[src/rtl/flash_avmm_responder_if.sv]
// -----------------------------------------------------------------------------
// flash_avmm_responder_if
//
// Avalon-MM read-only bus between the flash read master and the responder that
// stands in for the external flash controller.
//
// Handshake semantics (read-only Avalon-MM with pipelined read data):
//   - The master raises flash_mem_read with a stable-enough address/byteenable
//     and keeps read high until it samples flash_mem_waitrequest low on a rising
//     edge. A read is transferred on exactly that edge: read=1 and
//     waitrequest=0 in the same cycle. Address and byteenable may change while
//     waitrequest is high; only the values present in the transfer cycle count.
//   - Data returns later as a one-cycle flash_mem_readdatavalid pulse carrying
//     flash_mem_readdata, in the same order the reads were transferred. There
//     is no back-pressure on the return path. readdata is 0 whenever
//     readdatavalid is 0.
//
// Signals:
//   flash_mem_read          master -> slave  read request
//   flash_mem_address       master -> slave  23-bit word address
//   flash_mem_byteenable    master -> slave  byte lanes requested
//   flash_mem_waitrequest   slave  -> master stall, low on the transfer cycle
//   flash_mem_readdata      slave  -> master returned word
//   flash_mem_readdatavalid slave  -> master one-cycle return strobe
// -----------------------------------------------------------------------------
interface flash_avmm_responder_if;
  logic        flash_mem_read;
  logic [22:0] flash_mem_address;
  logic [3:0]  flash_mem_byteenable;
  logic        flash_mem_waitrequest;
  logic [31:0] flash_mem_readdata;
  logic        flash_mem_readdatavalid;

  modport master (
    output flash_mem_read,
    output flash_mem_address,
    output flash_mem_byteenable,
    input  flash_mem_waitrequest,
    input  flash_mem_readdata,
    input  flash_mem_readdatavalid
  );

  modport slave (
    input  flash_mem_read,
    input  flash_mem_address,
    input  flash_mem_byteenable,
    output flash_mem_waitrequest,
    output flash_mem_readdata,
    output flash_mem_readdatavalid
  );
endinterface

[src/rtl/flash_avmm_responder.sv]
// -----------------------------------------------------------------------------
// flash_avmm_responder
//
// Read-only Avalon-MM slave that answers the flash read master in place of the
// external flash controller. Each request is stalled for WAIT_CYCLES cycles,
// granted for one cycle, and (if the master still reads in that cycle)
// answered READ_LATENCY cycles later. The returned word is a pure function of
// the address so every sample can be checked without a flash image:
//   A <= MAX_ADDRESS : {A[15:0] + 1, A[15:0]}
//   A >  MAX_ADDRESS : 32'hDEADBEEF
// with disabled byte lanes forced to 8'h00.
//
// Parameters:
//   WAIT_CYCLES   wait states before each grant (0 allowed)
//   READ_LATENCY  cycles from acceptance to readdatavalid (1..8)
//   MAX_PENDING   accepted-but-unreturned reads allowed (1..READ_LATENCY)
//   MAX_ADDRESS   highest word address that returns pattern data
//
// Ports:
//   CLK50MHZ        clock, rising edge
//   reset_n         asynchronous active-low reset
//   bus             Avalon-MM slave side (flash_avmm_responder_if.slave)
//   pending         reads in flight (accepted, data not yet returned)
//   accepted_count  total accepted reads, wraps at 16 bits
//   state_dbg       current FSM state (0 IDLE, 1 STALL, 2 GRANT)
// -----------------------------------------------------------------------------
module flash_avmm_responder #(
  parameter int          WAIT_CYCLES  = 2,
  parameter int          READ_LATENCY = 3,
  parameter int          MAX_PENDING  = 2,
  parameter logic [22:0] MAX_ADDRESS  = 23'h7FFFF
) (
  input  logic                           CLK50MHZ,
  input  logic                           reset_n,
  flash_avmm_responder_if.slave          bus,
  output logic [$clog2(MAX_PENDING):0]   pending,
  output logic [15:0]                    accepted_count,
  output logic [1:0]                     state_dbg
);

  typedef enum logic [1:0] {
    S_IDLE  = 2'd0,
    S_STALL = 2'd1,
    S_GRANT = 2'd2
  } state_t;

  localparam int CW = (WAIT_CYCLES > 0) ? $clog2(WAIT_CYCLES + 1) : 1;
  localparam int PW = $clog2(MAX_PENDING) + 1;
  localparam logic [CW-1:0] WAIT_INIT = CW'(WAIT_CYCLES);
  localparam logic [PW-1:0] PEND_MAX  = PW'(MAX_PENDING);

  state_t          state;
  logic [CW-1:0]   wait_cnt;
  logic            accept;
  logic            retire;
  logic            room;

  // Latency pipeline: stage i holds a read accepted i+1 edges ago.
  logic [READ_LATENCY-1:0] pipe_valid;
  logic [22:0]             pipe_addr [READ_LATENCY];
  logic [3:0]              pipe_be   [READ_LATENCY];

  // Value about to enter the last stage; the registered output is built from
  // it so readdatavalid rises in the same cycle the last stage becomes valid.
  logic        tail_valid;
  logic [22:0] tail_addr;
  logic [3:0]  tail_be;

  assign accept    = (state == S_GRANT) && bus.flash_mem_read;
  assign retire    = pipe_valid[READ_LATENCY-1];
  assign room      = (pending < PEND_MAX);
  assign state_dbg = state;

  // ---------------------------------------------------------------------------
  // Data function
  // ---------------------------------------------------------------------------
  function automatic logic [31:0] word_for(input logic [22:0] addr,
                                           input logic [3:0]  be);
    logic [31:0] w;
    if (addr <= MAX_ADDRESS) begin
      w = {addr[15:0] + 16'h0001, addr[15:0]};
    end else begin
      w = 32'hDEADBEEF;
    end
    for (int i = 0; i < 4; i++) begin
      if (!be[i]) begin
        w[8*i +: 8] = 8'h00;
      end
    end
    return w;
  endfunction

  // ---------------------------------------------------------------------------
  // Grant FSM, waitrequest and acceptance counter
  // ---------------------------------------------------------------------------
  // waitrequest is registered: it is driven low on the edge that enters GRANT
  // and high on every other edge, so it is low for exactly the GRANT cycle.
  // The pending check is made on the transition into GRANT; pending cannot
  // grow between that decision and the grant since only GRANT accepts.
  always_ff @(posedge CLK50MHZ or negedge reset_n) begin
    if (!reset_n) begin
      state                     <= S_IDLE;
      wait_cnt                  <= '0;
      bus.flash_mem_waitrequest <= 1'b1;
      accepted_count            <= 16'h0000;
    end else begin
      if (accept) begin
        accepted_count <= accepted_count + 16'h0001;
      end

      case (state)
        S_IDLE: begin
          bus.flash_mem_waitrequest <= 1'b1;
          wait_cnt                  <= '0;
          if (bus.flash_mem_read) begin
            if ((WAIT_CYCLES == 0) && room) begin
              state                     <= S_GRANT;
              bus.flash_mem_waitrequest <= 1'b0;
            end else begin
              // With zero wait states and a full pipeline this parks in STALL
              // with the counter already at 0 until a read retires.
              state    <= S_STALL;
              wait_cnt <= WAIT_INIT;
            end
          end
        end

        S_STALL: begin
          bus.flash_mem_waitrequest <= 1'b1;
          if (!bus.flash_mem_read) begin
            state    <= S_IDLE;
            wait_cnt <= '0;
          end else if ((wait_cnt <= CW'(1)) && room) begin
            // Counter reaches (or already sits at) zero this cycle.
            state                     <= S_GRANT;
            wait_cnt                  <= '0;
            bus.flash_mem_waitrequest <= 1'b0;
          end else if (wait_cnt != '0) begin
            wait_cnt <= wait_cnt - CW'(1);
          end
        end

        S_GRANT: begin
          // One grant per request; a read left low here wastes the grant.
          state                     <= S_IDLE;
          wait_cnt                  <= '0;
          bus.flash_mem_waitrequest <= 1'b1;
        end

        default: begin
          state                     <= S_IDLE;
          wait_cnt                  <= '0;
          bus.flash_mem_waitrequest <= 1'b1;
        end
      endcase
    end
  end

  // ---------------------------------------------------------------------------
  // Latency pipeline and in-flight count
  // ---------------------------------------------------------------------------
  always_ff @(posedge CLK50MHZ or negedge reset_n) begin
    if (!reset_n) begin
      pipe_valid <= '0;
      for (int i = 0; i < READ_LATENCY; i++) begin
        pipe_addr[i] <= '0;
        pipe_be[i]   <= '0;
      end
      pending <= '0;
    end else begin
      for (int i = READ_LATENCY - 1; i > 0; i--) begin
        pipe_valid[i] <= pipe_valid[i-1];
        pipe_addr[i]  <= pipe_addr[i-1];
        pipe_be[i]    <= pipe_be[i-1];
      end
      pipe_valid[0] <= accept;
      if (accept) begin
        pipe_addr[0] <= bus.flash_mem_address;
        pipe_be[0]   <= bus.flash_mem_byteenable;
      end

      // Accept and retire on the same edge cancel out.
      case ({accept, retire})
        2'b10:   pending <= pending + PW'(1);
        2'b01:   pending <= pending - PW'(1);
        default: pending <= pending;
      endcase
    end
  end

  generate
    if (READ_LATENCY == 1) begin : g_tail_direct
      assign tail_valid = accept;
      assign tail_addr  = bus.flash_mem_address;
      assign tail_be    = bus.flash_mem_byteenable;
    end else begin : g_tail_pipe
      assign tail_valid = pipe_valid[READ_LATENCY-2];
      assign tail_addr  = pipe_addr[READ_LATENCY-2];
      assign tail_be    = pipe_be[READ_LATENCY-2];
    end
  endgenerate

  // ---------------------------------------------------------------------------
  // Registered return port: data and strobe change together, data is zero
  // whenever the strobe is low.
  // ---------------------------------------------------------------------------
  always_ff @(posedge CLK50MHZ or negedge reset_n) begin
    if (!reset_n) begin
      bus.flash_mem_readdatavalid <= 1'b0;
      bus.flash_mem_readdata      <= 32'h0000_0000;
    end else begin
      bus.flash_mem_readdatavalid <= tail_valid;
      bus.flash_mem_readdata      <= tail_valid ? word_for(tail_addr, tail_be)
                                                : 32'h0000_0000;
    end
  end

endmodule

[src/flat_wrapper.sv]
// flat-port wrapper written by rule: the top's interface ports become plain ports
module flash_avmm_responder_flat 
#(
  parameter int          WAIT_CYCLES  = 2,
  parameter int          READ_LATENCY = 3,
  parameter int          MAX_PENDING  = 2,
  parameter logic [22:0] MAX_ADDRESS  = 23'h7FFFF
)
  (CLK50MHZ, reset_n, pending, accepted_count, state_dbg, bus_flash_mem_read, bus_flash_mem_address, bus_flash_mem_byteenable, bus_flash_mem_waitrequest, bus_flash_mem_readdata, bus_flash_mem_readdatavalid);
  flash_avmm_responder_if bus_i ();
  input  logic CLK50MHZ;
  input  logic reset_n;
  output logic [$clog2(MAX_PENDING):0] pending;
  output logic [15:0] accepted_count;
  output logic [1:0] state_dbg;
  input wire logic [$bits(bus_i.flash_mem_read)-1:0] bus_flash_mem_read;
  input wire logic [$bits(bus_i.flash_mem_address)-1:0] bus_flash_mem_address;
  input wire logic [$bits(bus_i.flash_mem_byteenable)-1:0] bus_flash_mem_byteenable;
  output wire logic [$bits(bus_i.flash_mem_waitrequest)-1:0] bus_flash_mem_waitrequest;
  output wire logic [$bits(bus_i.flash_mem_readdata)-1:0] bus_flash_mem_readdata;
  output wire logic [$bits(bus_i.flash_mem_readdatavalid)-1:0] bus_flash_mem_readdatavalid;
  assign bus_i.flash_mem_read = bus_flash_mem_read;
  assign bus_i.flash_mem_address = bus_flash_mem_address;
  assign bus_i.flash_mem_byteenable = bus_flash_mem_byteenable;
  assign bus_flash_mem_waitrequest = bus_i.flash_mem_waitrequest;
  assign bus_flash_mem_readdata = bus_i.flash_mem_readdata;
  assign bus_flash_mem_readdatavalid = bus_i.flash_mem_readdatavalid;
  flash_avmm_responder #(.WAIT_CYCLES(WAIT_CYCLES), .READ_LATENCY(READ_LATENCY), .MAX_PENDING(MAX_PENDING), .MAX_ADDRESS(MAX_ADDRESS)) u_core (.CLK50MHZ(CLK50MHZ), .reset_n(reset_n), .bus(bus_i), .pending(pending), .accepted_count(accepted_count), .state_dbg(state_dbg));
endmodule
[config.mk]
export PLATFORM = sky130hd
export DESIGN_NAME = flash_avmm_responder_flat
export DESIGN_NICKNAME = d
export VERILOG_FILES = /design/src/rtl/flash_avmm_responder_if.sv /design/src/rtl/flash_avmm_responder.sv /design/src/flat_wrapper.sv
export SDC_FILE = /design/constraint.sdc
export NUM_CORES = 1
export LEC_CHECK = 0
export ABC_AREA = 1
export BUFFER_PORTS_ARGS = -buffer_cell sky130_fd_sc_hd__buf_2
export CAP_MARGIN = 30
export CORE_MARGIN = 3
export CORE_UTILIZATION = 55
export DETAILED_ROUTE_END_ITERATION = 10
export PLACE_DENSITY = 0.79
export SYNTH_ARGS = -nofsm -noshare
export SYNTH_HDL_FRONTEND = slang
export SYNTH_SLANG_ARGS = --single-unit
[constraint.sdc]
create_clock -name CLK50MHZ -period 2.2 [get_ports CLK50MHZ]
set_input_delay 0.22 -clock CLK50MHZ [delete_from_list [all_inputs] [get_ports CLK50MHZ]]
set_output_delay 0.22 -clock CLK50MHZ [all_outputs]
set_load 0.03 [all_outputs]
==> results.md, run 1 <==
- Drt total wl: approximately 8400 µm
- Largest net degree at the start of global routing: 44
- Register bit total from synthesis: around 110
- Top cell type's share of synthesized area: between 60% and 70%
- Final nets: ~570
- Final WS setup: 0.417 ns
- Synth cell types: 27
- Power per cell area: around 700 nW/µm²
- Ports: 84
- Residual DRC: 0
- DR vias/cell: ~5
- Worst endpoint required time: between 2 and 3 ns
- HPWL after detailed placement: around 6000 µm
- Clk buf depth: 2
- # rows: 32
- Die X: between 90 and 100 µm
- Global-route usage over all layers: between 20% and 30%
- Setup TNS: 0 ns
- Post-synthesis instance area: 4460 µm²
- Input/output buffers: just over 80
- Max Slew Vio Count: 0
- Reg2reg end: u_core.bus.flash_mem_readdata[20]
- Yosys Warn Count: 0
- Worst-Skew Late Latency: roughly 0.37 ns
- Share of layout cells above drive strength 1: around a quarter
- Layout area overhead: 17.8%
- Worst Hold Class: in2reg
- Mean cell area of the mapped netlist: 10.0 µm²
- Register-to-Register Path Depth: 9
- First-pass GRT wire length: approximately 14000 µm
- GRT overflow: 0
- Count of final setup violators: 0
- Synthesized instance count: between 400 and 500
- VDD IR max: 0.357 mV
- Clock skew: 0.00661 ns
- Starting density of the core: between 50% and 60%
- CTS H-tree depth: 3
- WP data arrival: around 2.1 ns
- Via count: around 3100
- TritonCTS sink count: ~110
- Worst-margin pin slew: around 0.48 ns
- Clk pin slew, worst setup/hold paths: roughly 0.1 ns
- Syn_nets: 480
- Period Utilization, post-route: between 80 and 90%
- Area of the die: roughly 9000 µm²
- CTS tree: yes
- Avg WL per Cell: approximately 13 µm
- Final hold violations: 0
- Max cap viols: 0
- Initial antenna violation count: 0
- Antenna Nets Post-Route: 0
- RR Startpoint: u_core.tail_addr[0]
- Starting DRT DRC Count: 121
- Crit path max fanout: 28
- R2R Setup Slk: around 0.42 ns
- CP Launch Type: register
- Core box area: between 7000 and 8000 µm²
- Place WS: 0.439 ns
- Routability-driven placement congestion ratio: 0.812
- Peak Freq: roughly 560 MHz
- Leakage power: around 2.8 nW
- Antenna Cells: 0
- CTS Root Cell: clkbuf_8
- WS Path Type: reg2reg
- Outcome: completed
- Period minus WS final: approximately 1.8 ns
- Power, Total: approximately 0.0037 W
- Layout Utilization: about two thirds
- Unrepaired setup endpoints after global routing: no
- Largest cells by area after synthesis: dfrtp_1 62%, nand2_1 12%, inv_1 3.6%
- Post-CTS Setup Repair Bufs: 0
- Critical Path Sink Type: register
- Synth area leader: dfrtp_1
- Die height: between 90 and 100 µm
- Max-slew headroom at the worst pin: 67.7%
- Crit. Startpoint: u_core.tail_addr[0]
- Vias in the first global route: roughly 3100
- DRT Pass-1 Iters: 6
- CTS buffer count: 9
- CP endpoint: u_core.bus.flash_mem_readdata[20]
- Sequential fraction of the synthesis area: 62.9%
==> worst min-delay path by stage <==
stage	to	startpoint	slack, ns	cells past startpoint
after floorplan	u_core.accepted_count[0]	reset_n	-0.08	0
after global placement	u_core.bus.flash_mem_readdata[6]	reset_n	0.20	1
after detailed placement	u_core.bus.flash_mem_readdata[5]	reset_n	0.20	1
after CTS	u_core.pipe_addr[59]	bus_flash_mem_address[13]	0.03	3
after global routing	u_core.pipe_addr[54]	bus_flash_mem_address[8]	0.03	3
final	u_core.pipe_addr[54]	bus_flash_mem_address[8]	0.04	3
==> timing repair <==
item	in CTS	in global routing
hold buffers	1	0
hold endpoints to repair	35	0
resized for setup	0	0
==> state kept, by name, summed over array words and instances, names as in the netlist <==
register and cells:
u_core.state_dbg 2, u_core.bus.flash_mem_waitrequest 1, u_core.pending 2, u_core.bus.flash_mem_readdata 32
u_core.tail_addr 23, u_core.pipe_addr 23, u_core.tail_be 4, u_core.bus.flash_mem_readdatavalid 1
u_core.pipe_be 4, u_core.accepted_count 16, u_core.pipe_valid 2, u_core.wait_cnt 2
==> Yosys cell counts <==
cell / count
nand3_1: 15
xnor2_1: 8
buf_6: 1
dfrtp_1: 111
inv_1: 43
nor2_4: 3
ha_1: 5
xor2_1: 16
a21oi_1: 16
buf_2: 2
nand2_1: 142
nand3_2: 2
dfstp_2: 1
nor4_1: 1
a21oi_2: 10
nand4_1: 6
nand2_8: 1
clkbuf_1: 4
buf_12: 1
nor2_1: 28
nor3b_1: 2
inv_2: 6
nor2_2: 4
nor3_1: 3
o21ai_0: 6
nand2_4: 2
nand2_2: 6
==> kinds of logic after synthesis <==
logic type                 after synthesis  synth area share [%]
AOI/OAI and AO/OA                       32                  4.43
xor gates and xnor gates                24                  4.71
adders and majority gates                5                  1.40
buffers and inverters                   57                  5.39
DFF                                    112                  62.9
and+or+nand+nor                        215                  21.2
==> stage by stage <==
| stage | hold slack (ns) | std cells | instance area (µm²) |
|---|---|---|---|
| 2_1_floorplan | -0.0756 | 445 | 4460 |
| 3_3_place_gp | 0.197 | 626 | 4990 |
| 3_5_place_dp | 0.204 | 626 | 4990 |
| 4_1_cts | 0.0266 | 643 | 5250 |
| 5_1_grt | 0.0307 | 643 | 5250 |
| 6_report | 0.0383 | 643 | 5250 |
==> power by group <==
| part | switching (W) | total [W] | internal, W | leakage [nW] |
|---|---|---|---|---|
| combinational | 0.0000773 | 0.000120 | 0.0000425 | 1.19 |
| clock | 0.000692 | 0.00147 | 0.000774 | 0.128 |
| sequential | 0.00000620 | 0.00207 | 0.00207 | 1.53 |
| total | 0.000775 | 0.00366 | 0.00288 | 2.85 |
==> routing by layer <==
metal / share of wire [%] / global-route usage [%]
met1: 42 / 25.6
met2: 51 / 33.8
met3: 5.9 / 3.75
met4: 1.6 / 8.65
met5: 0 / 0
==> critical path, stage by stage, from the launching register on <==
cell     delay, ns
dfrtp_1       0.42
ha_1          0.26
nand2_1       0.09
nor2_2        0.20
nand2_2       0.12
nor2_4        0.14
nand2_4       0.09
nand2_8       0.19
nand2_2       0.09
nor2_1        0.12
==> placed cells by master, fill, tap and decap left out, types with 8 or more instances in the layout <==
cell type,n
buf_2,82
xor2_1,16
nand3_1,15
a21oi_1,16
nor2_1,28
a21oi_2,10
nand2_1,142
xnor2_1,8
inv_1,43
clkbuf_8,9
dfrtp_1,111
==> final cells by class <==
class,count,area [µm²]
Clock buffer,9,124
Sequential cell,112,2800
Timing Repair Buffer,88,470
Inverter,49,184
Clock inverter,7,126
Multi-Input combinational cell,276,1420
Tap cell,102,128
Fill cell,623,2550
Note: power is estimated with default switching activity, not from simulation.
==> run 2: changes to the inputs <==
Settings changed: CORE_UTILIZATION 55 to 49, PLACE_DENSITY 0.79 to 0.75.
Clock period 2.2 ns to 1.6 ns, I/O delays scaled along.
==> results.md, run 2 (synthesis results as in run 1) <==
- Routability-driven placement congestion ratio: 0.881 (+8.4%)
- Crit path max fanout: 8 (-71%)
- Antenna Nets Post-Route: 0 (unchanged)
- Period minus WS final: 1.49 ns (-0.292 ns)
- Final WS setup: 0.109 ns (-0.308 ns)
- Ports: 84 (unchanged)
- Setup TNS: 0 ns (unchanged)
- Antenna Cells: 0 (unchanged)
- Via count: 3283 (+4.7%)
- DRT Pass-1 Iters: 4 (-2)
- WS Path Type: reg2reg
- Final nets: 602 (+5.4%)
- CTS buffer count: 9 (unchanged)
- Unrepaired setup endpoints after global routing: yes
- Max cap viols: 0 (unchanged)
- Most common cell after layout, fill and taps aside: nand2_1
- CP Launch Type: register
- HPWL after detailed placement: 6540 µm (+6.7%)
- VDD IR max: 0.513 mV (+43%)
- Initial antenna violation count: 0 (unchanged)
- Starting DRT DRC Count: 109 (-9.9%)
- Worst endpoint required time: 1.86 ns (-0.64 ns)
- Critical Path Sink Type: register
- Peak Freq: 671 MHz (+20%)
- Global-route usage over all layers: 19.1% (-1.0 points)
- Count of final setup violators: 0 (unchanged)
- WHS Path Cells: 3 (unchanged)
- Final hold violations: 0 (unchanged)
- Worst-Skew Late Latency: 0.37 ns (about the same)
- WP data arrival: 1.75 ns (-0.34 ns)
- # rows: 34 (+6.3%)
- Worst-margin pin slew: 0.430 ns (-0.0493 ns)
- DR vias/cell: 4.83 (-0.98%)
- Vias in the first global route: 3298 (+7.5%)
- Max-slew headroom at the worst pin: 71.2% (+3.5 points)
- Starting density of the core: 50.9% (-6.2 points)
- Most frequent cells in the layout: 142 x nand2_1, 107 x dfrtp_1, 82 x buf_2
- Residual DRC: 0 (unchanged)
- Clock skew: 0.0128 ns (+0.00617 ns)
- Register-to-Register Path Depth: 7 (-2)
- WHS: 0.0238 ns (-0.0145 ns)
- TritonCTS sink count: 112 (unchanged)
- Share of layout cells above drive strength 1: 26.7% (+1.2 points)
- Outcome: completed
- Layout area overhead: 25.4%
- Place WS: 0.00779 ns (-0.431 ns)
- Power, Total: 0.00490 W (+34%)
- Power per cell area: 876 nW/µm² (+26%)
- Input/output buffers: 83 (unchanged)
- CTS tree: yes
- CTS Root Cell: clkbuf_8
- Leakage power: 2.97 nW (+4.2%)
- Clk pin slew, worst setup/hold paths: 0.10 ns (about the same)
- Largest net degree at the start of global routing: 40 (-9.1%)
- Register with the most flip-flops: u_core.bus.flash_mem_readdata
- Die X: 101 µm (+5.6%)
- Drt total wl: 9120 µm (+9.1%)
- First-pass GRT wire length: 15500 µm (+10%)
- Avg WL per Cell: 13.4 µm (+3.2%)
- Multi-input gate area: 1470 µm² (+3.5%)
- Period Utilization, post-route: 93.2% (+12 points)
- Fillers: 718 (+15%)
- GRT overflow: 0 (unchanged)
- Max reg flops: 32 (unchanged)
- Die height: 101 µm (+5.6%)
- Reg area: 2810 µm² (+0.18%)
- CTS H-tree depth: 3 (unchanged)
- Worst Hold Class: in2reg
- Max Slew Vio Count: 0 (unchanged)
- Core box area: 8760 µm² (+12%)
- Clk buf depth: 2 (unchanged)
- Area of the die: 10300 µm² (+11%)
-- run 2: cell count changes in the layout (fill, tap and decap cells not counted), sizes merged --
cell / before / now
clkinv: 1 / 3
clkbuf: 9 / 10
nand2: 151 / 152
inv: 52 / 50
dlygate4sd3: 1 / 24
buf: 87 / 94
bufinv: 3 / 2
-- run 2: path summary, 6_finish.rpt --
check	from	endpoint	slack (ns)
max in group asynchronous	reset_n	u_core.accepted_count[3]	0.82
setup / recovery	u_core.state_dbg[0]	u_core.accepted_count[11]	0.11
setup reg to reg	u_core.state_dbg[0]	u_core.accepted_count[11]	0.11
min in group asynchronous	reset_n	u_core.bus.flash_mem_readdata[6]	0.18
hold / removal	bus_flash_mem_address[9]	u_core.pipe_addr[55]	0.02
hold reg to reg	u_core.pipe_valid[0]	u_core.pipe_valid[1]	0.36
-- run 2: report_power, final --
part,leakage (nW),switching (W),internal [W]
sequential,1.53,0.0000116,0.00284
combinational,1.33,0.000120,0.000100
clock,0.111,0.000930,0.000892
total,2.97,0.00106,0.00384
-- run 2: what timing repair did --
| action | 4_1_cts | 5_1_grt |
|---|---|---|
| pin swaps | 1 | 0 |
| setup endpoints to repair | 1 | 28 |
| cloned | 1 | 0 |
| gates resized for setup | 0 | 8 |
| setup buffers | 0 | 2 |
| endpoints found under the hold margin | 135 | 0 |
| hold buffers | 24 | 0 |
-- run 2: area by class of cell --
type / count / share of cell area [%]
Clock buffer: 10 / 2.28
Sequential cell: 112 / 50.2
Clock inverter: 6 / 1.63
Inverter: 49 / 3.29
Timing Repair Buffer: 118 / 13.9
Multi-Input combinational cell: 277 / 26.2
Tap cell: 108 / 2.42
-- run 2: per-layer routing --
layer,vias up,wire (µm),GRT usage [%]
li1,1614,-,-
met1,1571,4120,25.6
met2,86,4370,31.4
met3,12,509,3.58
met4,0,114,6.54
met5,-,0,0
-- run 2: metrics by stage --
stage               std cells  util (%)  instance area (µm²)
finish                    680      63.8                 5590
global route              680      63.8                 5590
global placement          637      58.0                 5080
floorplan                 445         -                 4490
detailed placement        637      58.0                 5080
CTS                       678      63.3                 5550
-- run 2: worst max-delay path, cell delays in order (launching register included) --
cell	delay (ns)
dfrtp_2	0.45
nor2_2	0.12
nand2_2	0.15
nor2_2	0.16
nand2_1	0.14
nor2_4	0.16
nand2_1	0.08
xor2_1	0.14
==> run 3: changes to the inputs <==
Settings changed: REMOVE_ABC_BUFFERS set to 1.
==> results.md, run 3 (synthesis results as in run 1) <==
- Max cap viols: 0 (unchanged)
- Final hold violations: 0 (unchanged)
- DR vias/cell: 4.74 (-1.8%)
- WP data arrival: 1.77 ns (+0.02 ns)
- TritonCTS sink count: 112 (unchanged)
- Vias in the first global route: 3269 (-0.88%)
- Sw frac: 22.3% (+0.61 points)
- R2R Setup Slk: 0.12 ns (about the same)
- Leakage power: 2.98 nW (+0.34%)
- Register with the most flip-flops: u_core.bus.flash_mem_readdata
- CTS Root Cell: clkbuf_8
- DRT Pass-1 Iters: 4 (unchanged)
- GRT overflow: 0 (unchanged)
- Critical Path Sink Type: register
- CTS buffer count: 9 (unchanged)
- Starting density of the core: 50.9% (unchanged)
- VDD IR max: 0.425 mV (-17%)
- WL met1: 4030 µm (-2.2%)
- Crit. Startpoint: u_core.tail_addr[8]
- Most frequent cells in the layout: 142 x nand2_1, 110 x dfrtp_1, 82 x buf_2
- WL met3: 515 µm (+1.2%)
- WS Path Type: reg2reg
- Outcome: completed
- CTS tree: yes
- Clock skew: 0.0143 ns (+0.00157 ns)
- Worst endpoint required time: 1.89 ns (+0.03 ns)
- Avg WL per Cell: 13.4 µm (about the same)
- Drt total wl: 9140 µm (+0.21%)
- Die height: 101 µm (unchanged)
- Antenna Cells: 0 (unchanged)
- Crit path max fanout: 14 (+6)
- Share of total power in the clock network: 35.7% (-1.5 points)
- Input/output buffers: 83 (unchanged)
- Most common cell after layout, fill and taps aside: nand2_1
- Residual DRC: 0 (unchanged)
- Clk buf depth: 2 (unchanged)
- Largest net degree at the start of global routing: 45 (+13%)
- Share of layout cells above drive strength 1: 26.5% (-0.27 points)
- WHS: 0.0185 ns (-0.00536 ns)
- Ports: 84 (unchanged)
- Core box area: 8760 µm² (unchanged)
- Power share of the sequential group: 59.5% (+1.2 points)
- Period minus WS final: 1.48 ns (-0.00805 ns)
- Die X: 101 µm (unchanged)
- Worst-Skew Late Latency: 0.37 ns (about the same)
- Starting DRT DRC Count: 146 (+34%)
- Max reg flops: 32 (unchanged)
- Layout area overhead: 25.1%
- Clk pin slew, worst setup/hold paths: 0.10 ns (about the same)
- Max Slew Vio Count: 0 (unchanged)
- Power per cell area: 857 nW/µm² (-2.1%)
- RR Startpoint: u_core.tail_addr[8]
- Register-to-Register Path Depth: 8 (+1)
- Max-slew headroom at the worst pin: 67.3% (-3.9 points)
- CP endpoint: u_core.bus.flash_mem_readdata[29]
- Antenna Nets Post-Route: 0 (unchanged)
- Via count: 3235 (-1.5%)
- Initial antenna violation count: 0 (unchanged)
- Net switching power: 0.00107 W (+0.50%)
- Highest routed metal layer: met4
- Area of the die: 10300 µm² (unchanged)
- Combinational power share: 4.7% (+0.2 points)
- Worst Hold Class: in2reg
- CP Launch Type: register
- Routability-driven placement congestion ratio: 0.921 (+4.5%)
- Peak Freq: 674 MHz (+0.54%)
- Unrepaired setup endpoints after global routing: yes
- # rows: 34 (unchanged)
- Cell Int Power: 0.00372 W (-3.0%)
- Global-route usage over all layers: 18.6% (-0.51 points)
- Setup TNS: 0 ns (unchanged)
- Reg2reg end: u_core.bus.flash_mem_readdata[29]
- First-pass GRT wire length: 15100 µm (-2.8%)
- Count of final setup violators: 0 (unchanged)
- CTS H-tree depth: 3 (unchanged)
- Final nets: 604 (+0.33%)
- WL met2: 4470 µm (+2.3%)
- Period Utilization, post-route: 92.7% (-0.50 points)
- HPWL after detailed placement: 6200 µm (-5.2%)
- Worst-margin pin slew: 0.490 ns (+0.0599 ns)
- Fillers: 724 (+0.84%)
run 3: cell count changes in the layout (fill, tap and decap cells not counted):
cell       before  now
o21ai_0         4    5
clkbuf_8        9   10
o21ai_1         2    1
clkinv_2        1    2
nor2_4          5    4
dfrtp_2         4    1
nor2_1         25   26
buf_4           9   11
clkbuf_1        1    0
dfrtp_1       107  110
bufinv_16       2    1
run 3: cell type report:
| type | count | area [µm²] | share of cell area [%] |
|---|---|---|---|
| clock inverters | 6 | 66.3 | 1.19 |
| clock buffers | 10 | 138 | 2.47 |
| multi-input cells | 277 | 1460 | 26.1 |
| repair buffers | 120 | 793 | 14.2 |
| well taps | 108 | 135 | 2.42 |
| flip-flops and latches | 112 | 2810 | 50.3 |
| inverters | 49 | 184 | 3.30 |
run 3: routing by layer:
metal  up-vias  track usage, %
li1       1613               -
met1      1512            24.5
met2        97            30.6
met3        13            3.37
met4         0            7.36
met5         -               0
run 3: how the worst min path moves through the flow:
stage / from / endpoint / slack [ns] / cells past startpoint
after detailed placement: reset_n / u_core.bus.flash_mem_readdata[16] / 0.16 / 1
after global placement: reset_n / u_core.bus.flash_mem_readdata[16] / 0.15 / 1
after global routing: bus_flash_mem_address[11] / u_core.pipe_addr[57] / 0.02 / 3
after CTS: bus_flash_mem_address[11] / u_core.pipe_addr[57] / 0.002 / 3
final: bus_flash_mem_address[7] / u_core.pipe_addr[53] / 0.02 / 3
after floorplan: reset_n / u_core.accepted_count[0] / -0.14 / 0
run 3: stage by stage:
stage | cells | setup slack, ns | utilization (%) | instance area (µm²) | power [W]
after floorplan | 437 | -0.277 | - | 4400 | 0.00296
after global placement | 637 | 0.0590 | 57.8 | 5060 | 0.00308
after detailed placement | 637 | 0.0531 | 57.8 | 5060 | 0.00309
after CTS | 677 | 0.0167 | 62.8 | 5510 | 0.00484
after global routing | 682 | -0.0302 | 63.7 | 5580 | 0.00497
final | 682 | 0.117 | 63.7 | 5580 | 0.00478
run 3: worst max-delay path, cell delays in order, from the launching register on:
cell and delay, ns:
dfrtp_1 0.46, nand2_1 0.11, nor2_1 0.22, inv_2 0.07, nor2_4 0.14, nand2_4 0.12
nand2_8 0.13, nand2_1 0.08, nor2_1 0.09
run 3: power groups by stage:
stage                     clock (W)  sequential (W)  combinational (W)
after floorplan                   0         0.00291          0.0000449
after global placement            0         0.00290           0.000173
after detailed placement          0         0.00290           0.000184
after CTS                   0.00176         0.00285           0.000231
after global routing        0.00186         0.00285           0.000256
final                       0.00171         0.00285           0.000227
run 3: repair_timing:
| action | CTS | global route |
|---|---|---|
| setup buffers | 0 | 4 |
| endpoints found under the setup margin | 0 | 37 |
| hold buffers | 24 | 0 |
| endpoints found under the hold margin | 56 | 0 |
| gates resized for setup | 0 | 7 |
